<file path="src/rtl/mem_stage.sv">
// mem_stage: RV32I memory-access stage with a byte-enabled request/grant/response data bus.
// It aligns and extends load data and registers the MEM/WB pipeline stage. Define MEM_TIMEOUT_EN to add the bus watchdog.
module mem_stage #(
    parameter int unsigned TIMEOUT_CYCLES = 64
) (
    input  logic        clk,
    input  logic        rst_n,
    input  logic        RegWriteM,
    input  logic [1:0]  ResultSrcM,
    input  logic [4:0]  RdM,
    input  logic [31:0] PcPlus4M,
    input  logic [31:0] alu_outM,
    input  logic [31:0] WriteDataM,
    input  logic [2:0]  MemReadM,
    input  logic [2:0]  MemWriteM,
    output logic        dmem_req,
    output logic        dmem_we,
    output logic [31:0] dmem_addr,
    output logic [3:0]  dmem_be,
    output logic [31:0] dmem_wdata,
    input  logic        dmem_gnt,
    input  logic        dmem_rvalid,
    input  logic [31:0] dmem_rdata,
    output logic        stall_M,
    output logic        RegWriteW,
    output logic [1:0]  ResultSrcW,
    output logic [4:0]  RdW,
    output logic [31:0] PcPlus4W,
    output logic [31:0] alu_outW,
    output logic [31:0] ReadDataW,
    output logic        misalign_o,
    output logic        bus_err_o,
    output logic [1:0]  o_fsm_state
);

    // Bus handshake: a request transfers in any cycle where dmem_req && dmem_gnt. While it waits for
    // gnt, addr/be/wdata/we stay stable. Load data follows on dmem_rvalid, at the earliest one cycle after the grant, and cannot be back-pressured.
    typedef enum logic [1:0] {
        ST_IDLE     = 2'd0,
        ST_WAIT_GNT = 2'd1,
        ST_WAIT_RSP = 2'd2
    } state_t;

    state_t      r_state;
    state_t      w_next;
    logic        w_is_load;
    logic        w_is_store;
    logic        w_sz_byte;
    logic        w_sz_half;
    logic        w_sz_word;
    logic        w_unsigned;
    logic        w_misalign;
    logic        w_mem_op;
    logic        w_req;
    logic        w_done;
    logic        w_abort;
    logic        w_timeout;
    logic        w_stall;
    logic        w_bubble;
    logic [3:0]  w_be;
    logic [31:0] w_wdata;
    logic [31:0] w_ld_shift;
    logic [31:0] w_ld_data;
    logic        r_misalign;

    if (TIMEOUT_CYCLES < 2) begin : g_bad_cfg
        $error("mem_stage: TIMEOUT_CYCLES must be at least 2");
    end

    // Codes outside the defined load/store sets decode as "no memory op"; a load wins over a store.
    assign w_is_load  = (MemReadM >= 3'd1) && (MemReadM <= 3'd5);
    assign w_is_store = !w_is_load && (MemWriteM >= 3'd1) && (MemWriteM <= 3'd3);
    assign w_sz_byte  = (w_is_load && (MemReadM == 3'd1 || MemReadM == 3'd4)) ||
                        (w_is_store && MemWriteM == 3'd1);
    assign w_sz_half  = (w_is_load && (MemReadM == 3'd2 || MemReadM == 3'd5)) ||
                        (w_is_store && MemWriteM == 3'd2);
    assign w_sz_word  = (w_is_load && MemReadM == 3'd3) || (w_is_store && MemWriteM == 3'd3);
    assign w_unsigned = w_is_load && (MemReadM == 3'd4 || MemReadM == 3'd5);
    assign w_misalign = (w_sz_half && alu_outM[0]) || (w_sz_word && (alu_outM[1:0] != 2'b00));
    assign w_mem_op   = (w_is_load || w_is_store) && !w_misalign;

    always_comb begin
        w_be    = 4'b0000;
        w_wdata = WriteDataM;
        if (w_sz_byte) begin
            w_be    = 4'b0001 << alu_outM[1:0];
            w_wdata = {4{WriteDataM[7:0]}};
        end else if (w_sz_half) begin
            w_be    = 4'b0011 << alu_outM[1:0];
            w_wdata = {2{WriteDataM[15:0]}};
        end else if (w_sz_word) begin
            w_be    = 4'b1111;
        end
    end

    assign w_ld_shift = dmem_rdata >> {alu_outM[1:0], 3'b000};

    always_comb begin
        w_ld_data = w_ld_shift;
        if (w_sz_byte) begin
            w_ld_data = {{24{!w_unsigned && w_ld_shift[7]}}, w_ld_shift[7:0]};
        end else if (w_sz_half) begin
            w_ld_data = {{16{!w_unsigned && w_ld_shift[15]}}, w_ld_shift[15:0]};
        end
    end

    always_ff @(posedge clk or negedge rst_n) begin
        if (!rst_n) begin
            r_state <= ST_IDLE;
        end else begin
            r_state <= w_next;
        end
    end

    always_comb begin
        w_next  = r_state;
        w_req   = 1'b0;
        w_done  = 1'b0;
        w_abort = 1'b0;
        case (r_state)
            ST_IDLE: begin
                if (w_mem_op) begin
                    w_req = 1'b1;
                    if (!dmem_gnt) begin
                        w_next = ST_WAIT_GNT;
                    end else if (w_is_load) begin
                        w_next = ST_WAIT_RSP;
                    end else begin
                        w_done = 1'b1;
                    end
                end
            end
            ST_WAIT_GNT: begin
                w_req = 1'b1;
                if (dmem_gnt) begin
                    if (w_is_load) begin
                        w_next = ST_WAIT_RSP;
                    end else begin
                        w_done = 1'b1;
                        w_next = ST_IDLE;
                    end
                end else if (w_timeout) begin
                    w_abort = 1'b1;
                    w_next  = ST_IDLE;
                end
            end
            ST_WAIT_RSP: begin
                if (dmem_rvalid) begin
                    w_done = 1'b1;
                    w_next = ST_IDLE;
                end else if (w_timeout) begin
                    w_abort = 1'b1;
                    w_next  = ST_IDLE;
                end
            end
            default: w_next = ST_IDLE;
        endcase
    end

`ifdef MEM_TIMEOUT_EN
    localparam int unsigned      LP_CW   = $clog2(TIMEOUT_CYCLES);
    localparam logic [LP_CW-1:0] LP_LAST = LP_CW'(TIMEOUT_CYCLES - 1);

    logic [LP_CW-1:0] r_wait_cnt;
    logic             r_bus_err;

    // Any state change restarts the count, so each wait state gets its own full budget.
    always_ff @(posedge clk or negedge rst_n) begin
        if (!rst_n) begin
            r_wait_cnt <= '0;
            r_bus_err  <= 1'b0;
        end else begin
            r_bus_err <= w_abort;
            if (r_state != w_next) begin
                r_wait_cnt <= '0;
            end else if (r_state != ST_IDLE) begin
                r_wait_cnt <= r_wait_cnt + LP_CW'(1);
            end
        end
    end

    assign w_timeout = (r_state != ST_IDLE) && (r_wait_cnt == LP_LAST);
    assign bus_err_o = r_bus_err;
`else
    assign w_timeout = 1'b0;
    assign bus_err_o = 1'b0;
`endif

    // Bus-side outputs are forced quiet while reset is held, even if EX/MEM still presents an op.
    assign w_stall     = ((r_state != ST_IDLE) || w_mem_op) && !w_done && !w_abort;
    assign w_bubble    = w_stall || w_abort || ((r_state == ST_IDLE) && w_misalign);
    assign stall_M     = rst_n && w_stall;
    assign dmem_req    = rst_n && w_req;
    assign dmem_we     = dmem_req && w_is_store;
    assign dmem_be     = dmem_req ? w_be : 4'b0000;
    assign dmem_addr   = {alu_outM[31:2], 2'b00};
    assign dmem_wdata  = w_wdata;
    assign misalign_o  = r_misalign;
    assign o_fsm_state = r_state;

    always_ff @(posedge clk or negedge rst_n) begin
        if (!rst_n) begin
            RegWriteW  <= 1'b0;
            ResultSrcW <= 2'b00;
            RdW        <= 5'd0;
            PcPlus4W   <= 32'd0;
            alu_outW   <= 32'd0;
            ReadDataW  <= 32'd0;
            r_misalign <= 1'b0;
        end else begin
            r_misalign <= (r_state == ST_IDLE) && w_misalign;
            if (w_bubble) begin
                RegWriteW <= 1'b0;
                RdW       <= 5'd0;
            end else begin
                RegWriteW  <= RegWriteM;
                ResultSrcW <= ResultSrcM;
                RdW        <= RdM;
                PcPlus4W   <= PcPlus4M;
                alu_outW   <= alu_outM;
                ReadDataW  <= w_is_load ? w_ld_data : 32'd0;
            end
        end
    end

endmodule

</file>
<file path="config.mk">
export PLATFORM = sky130hd
export DESIGN_NAME = mem_stage
export DESIGN_NICKNAME = d
export VERILOG_FILES = /design/src/rtl/mem_stage.sv
export SDC_FILE = /design/constraint.sdc
export NUM_CORES = 1
export LEC_CHECK = 0
export BUFFER_PORTS_ARGS = -buffer_cell sky130_fd_sc_hd__buf_4
export CAP_MARGIN = 40
export CORE_AREA = 2 2 128 130
export DETAILED_ROUTE_END_ITERATION = 16
export DIE_AREA = 0 0 130 132
export MAX_ROUTING_LAYER = met4
export PLACE_DENSITY = 0.72
export SKIP_CTS_REPAIR_TIMING = 1
export SLEW_MARGIN = 20
export SYNTH_ARGS = -nofsm -noshare
export SYNTH_HDL_FRONTEND = slang
export SYNTH_SLANG_ARGS = --single-unit
export TNS_END_PERCENT = 1
</file>
<file path="constraint.sdc">
create_clock -name clk -period 2.3 [get_ports clk]
set_clock_uncertainty 0.2 [all_clocks]
set_input_delay 0.345 -clock clk [delete_from_list [all_inputs] [get_ports clk]]
set_output_delay 0.345 -clock clk [all_outputs]
set_load 0.01 [all_outputs]
</file>
==> impl_metrics.yaml <==
finish:
  diodes: 0
  layout.nets: 983
  area_growth_syn_to_layout_pct: 55.6
  layout-drive-gt1-share: 0.636
  final_area_um2: 9280
  final_cell_mix: "buf_4, dfrtp_1, mux2_4"
  final_common_cell: "buf_4"
worst_setup_path:
  crit_fanout: 5
  endpoint_kind: "output port"
  critPathTopFamily: "buffers and inverters"
  cpMostUsedCell: "buf_6"
  cpMaxStageDelayCell: "or3_4"
  path_class: "in2out"
  path_buf_inv: 4
  crit_arrival_ns: 1.84
  cp.required_ns: 1.75
  slowest_delay_ns: 0.40
  path_cells: "buf_6 > or3_4 > buf_6 > o22ai_4 > clkbuf_16 > mux2_4 > buf_6"
  worst_setup_path_start_kind: "input port"
global_route:
  grt_max_degree: 103
  grt_pass1_wl_mm: 27.8
  antenna_found_initial: 0
  grtUsageTotal: 0.218
  gr-total-overflow: 0
  grt_pass1_vias: 5148
floorplanning:
  die_area_um2: 17200
  design.core.area_um2: 15700
  io_pins: 325
  die_w_um: 130
  initial_core_util: 0.380
  num_rows: 46
  die_h_um: 132
pwr:
  p_comb_frac: 0.451
  sw_frac_of_total: 0.320
  cellLeakagePower_nw: 4.81
  internal-power_w: 0.00575
  switchingPower_w: 0.00271
  p_clk_frac: 0.193
  irDropWorstVdd_uv: 434
  power_density_nw_per_um2: 912
  total_power_w: 0.00846
  seqPwrFrac: 0.356
sta:
  period_minus_slack_ns: 2.38
  slew_violations: 0
  period_share: 1.04
  slew_headroom: 0.630
  setup_slack_ns: -0.0842
  finalHoldViolCount: 0
  fin_setup_tns_ns: -0.609
  setup_viol: 12
  rsz0062_at_grt: "yes"
  tightest_slew_ns: 0.554
  timing.hold.ws_ns: 0.00961
  timing.fmax_ghz: 0.419
clock_network:
  path_clk_slew_ns: 0.07
  cts-root-buf: "clkbuf_16"
  cts_tree: "built"
  cts_max_path_buffers: 2
  worst_skew_pair.late_latency_ns: 0.35
  clock_sinks: 107
  cts-htree-levels: 3
  cts_buffers: 9
detailed_routing:
  drtIter0Drc: 117
  drc: 0
  wirelength_mm: 19.2
  viasPerCell: 4.84
  avgRoutedWirePerCell_um: 18.2
  dr_total_vias: 5098
  drt_first_pass_iters: 4
  ant_nets: 0
placed_design:
  dp_hpwl_mm: 15.2
  dpl-instance-area_um2: 8680
  place.gp.congestion: 0.862
  io_buffers: 321
logic_synthesis:
  ys_ff_latch: 107
  synth_seq_area_share: 0.449
  syn_area_um2: 5970
  synthCells: 508
  syn_area_per_cell_um2: 11.7
  yosys_warnings: 0
  synth_cell_types: 42
flow_run:
  maxCapViolCount: 0
hold_path:
  hold_path.class: "in2reg"
run_status:
  violations: "setup timing"
  status: "finished, violations left"
-- cells by family (layout without fill, tap and decap cells) --
group / Yosys count / count (layout) / share of synthesized area
other: 1 / 3 / 0.000629
muxes: 131 / 131 / 0.277
xor gates and xnor gates: 1 / 1 / 0.00147
and+or+nand+nor: 105 / 105 / 0.0849
adders and majority gates: 4 / 4 / 0.00839
buffers and inverters: 82 / 410 / 0.0891
DFF: 107 / 107 / 0.449
AOI/OAI and AO/OA: 77 / 77 / 0.0891
-- power groups by stage --
stage	clock, W	sequential, W	combinational, W
global placement	0	0.00303	0.00372
global route	0.00176	0.00310	0.00408
detailed placement	0	0.00304	0.00377
CTS	0.00168	0.00302	0.00379
finish	0.00163	0.00301	0.00381
floorplan	0	0.00333	0.00152
-- area by class of cell --
class                      count  area (um2)
fill                        1347        6430
timing repair buffer         384        3050
multi-input combinational    321        2930
sequential                   107        2680
tap                          216         270
clock buffer                   9         225
clock inverter                 7        92.6
inverter                      10        37.5
-- worst paths after layout --
| kind | to | depth (start not counted) | start | slack [ns] |
|---|---|---|---|---|
| max | dmem_wdata[19] | 7 | MemReadM[2] | -0.08 |
| min | RdW[4] | 3 | RdM[4] | 0.01 |
| max reg2reg | PcPlus4W[9] | 6 | o_fsm_state[1] | 0.29 |
| min reg2reg | ResultSrcW[1] | 1 | ResultSrcW[1] | 0.31 |
| max in group asynchronous | ReadDataW[31] | 3 | rst_n | 0.92 |
| min in group asynchronous | ReadDataW[7] | 2 | rst_n | 0.24 |
-- metal layers --
| layer | track usage | vias to the layer above | part of all wire |
|---|---|---|---|
| met5 | - | - | 0 |
| met3 | 0.0629 | 24 | 0.078 |
| met2 | 0.389 | 217 | 0.53 |
| met1 | 0.231 | 2453 | 0.38 |
| li1 | - | 2404 | - |
| met4 | 0.0675 | 0 | 0.018 |
-- worst register-to-register path: stages, from the launching register on --
cell and delay [ns]:
dfrtp_1 0.60, nand3_1 0.19, o31ai_2 0.13, o31ai_4 0.13, buf_12 0.17, buf_12 0.17, mux2_4 0.31
-- synth_stat cells --
library cell / n / area [um2]
o211ai_1: 1 / 7.51
nor3_1: 6 / 30.0
o31ai_2: 1 / 12.5
nand4bb_1: 1 / 11.3
nor2b_1: 11 / 68.8
mux2i_1: 24 / 240
o22ai_1: 5 / 31.3
o221ai_1: 3 / 26.3
conb_1: 1 / 3.75
o21ai_0: 17 / 85.1
mux2_4: 53 / 796
xnor2_1: 1 / 8.76
nand2b_1: 4 / 25.0
o221a_1: 1 / 11.3
nor4b_2: 1 / 15.0
o2bb2ai_1: 8 / 70.1
o21bai_1: 2 / 15.0
mux4_2: 1 / 22.5
nand3_1: 2 / 10.0
a21oi_1: 19 / 95.1
buf_4: 42 / 315
buf_6: 8 / 90.1
a211o_1: 1 / 8.76
nor4b_1: 1 / 8.76
inv_1: 10 / 37.5
mux2_2: 53 / 597
ha_1: 4 / 50.1
or3_1: 1 / 6.26
nand2_1: 50 / 188
a211oi_4: 1 / 20.0
dfrtp_1: 107 / 2680
or2_1: 1 / 6.26
buf_1: 4 / 15.0
nand4b_1: 1 / 8.76
nor2_1: 15 / 56.3
a211oi_1: 17 / 128
nor3b_1: 3 / 22.5
clkbuf_1: 13 / 48.8
buf_2: 5 / 25.0
and2_1: 1 / 6.26
or2_2: 7 / 43.8
o31ai_4: 1 / 21.3
-- state kept, by name, indices dropped and copies added (netlist names) --
register	count
alu_outW	32
RegWriteW	1
RdW	5
ReadDataW	32
ResultSrcW	2
PcPlus4W	32
misalign_o	1
o_fsm_state	2
-- metrics by stage --
stage               setup WS, ns  instances   util
global placement          -0.304       1029  0.552
CTS                       -0.263       1045  0.573
detailed placement        -0.345       1029  0.552
global route              -0.124       1054  0.591
floorplan                 -0.222        510      -
finish                   -0.0842       1054  0.591
(Power assumes the default switching activity.)
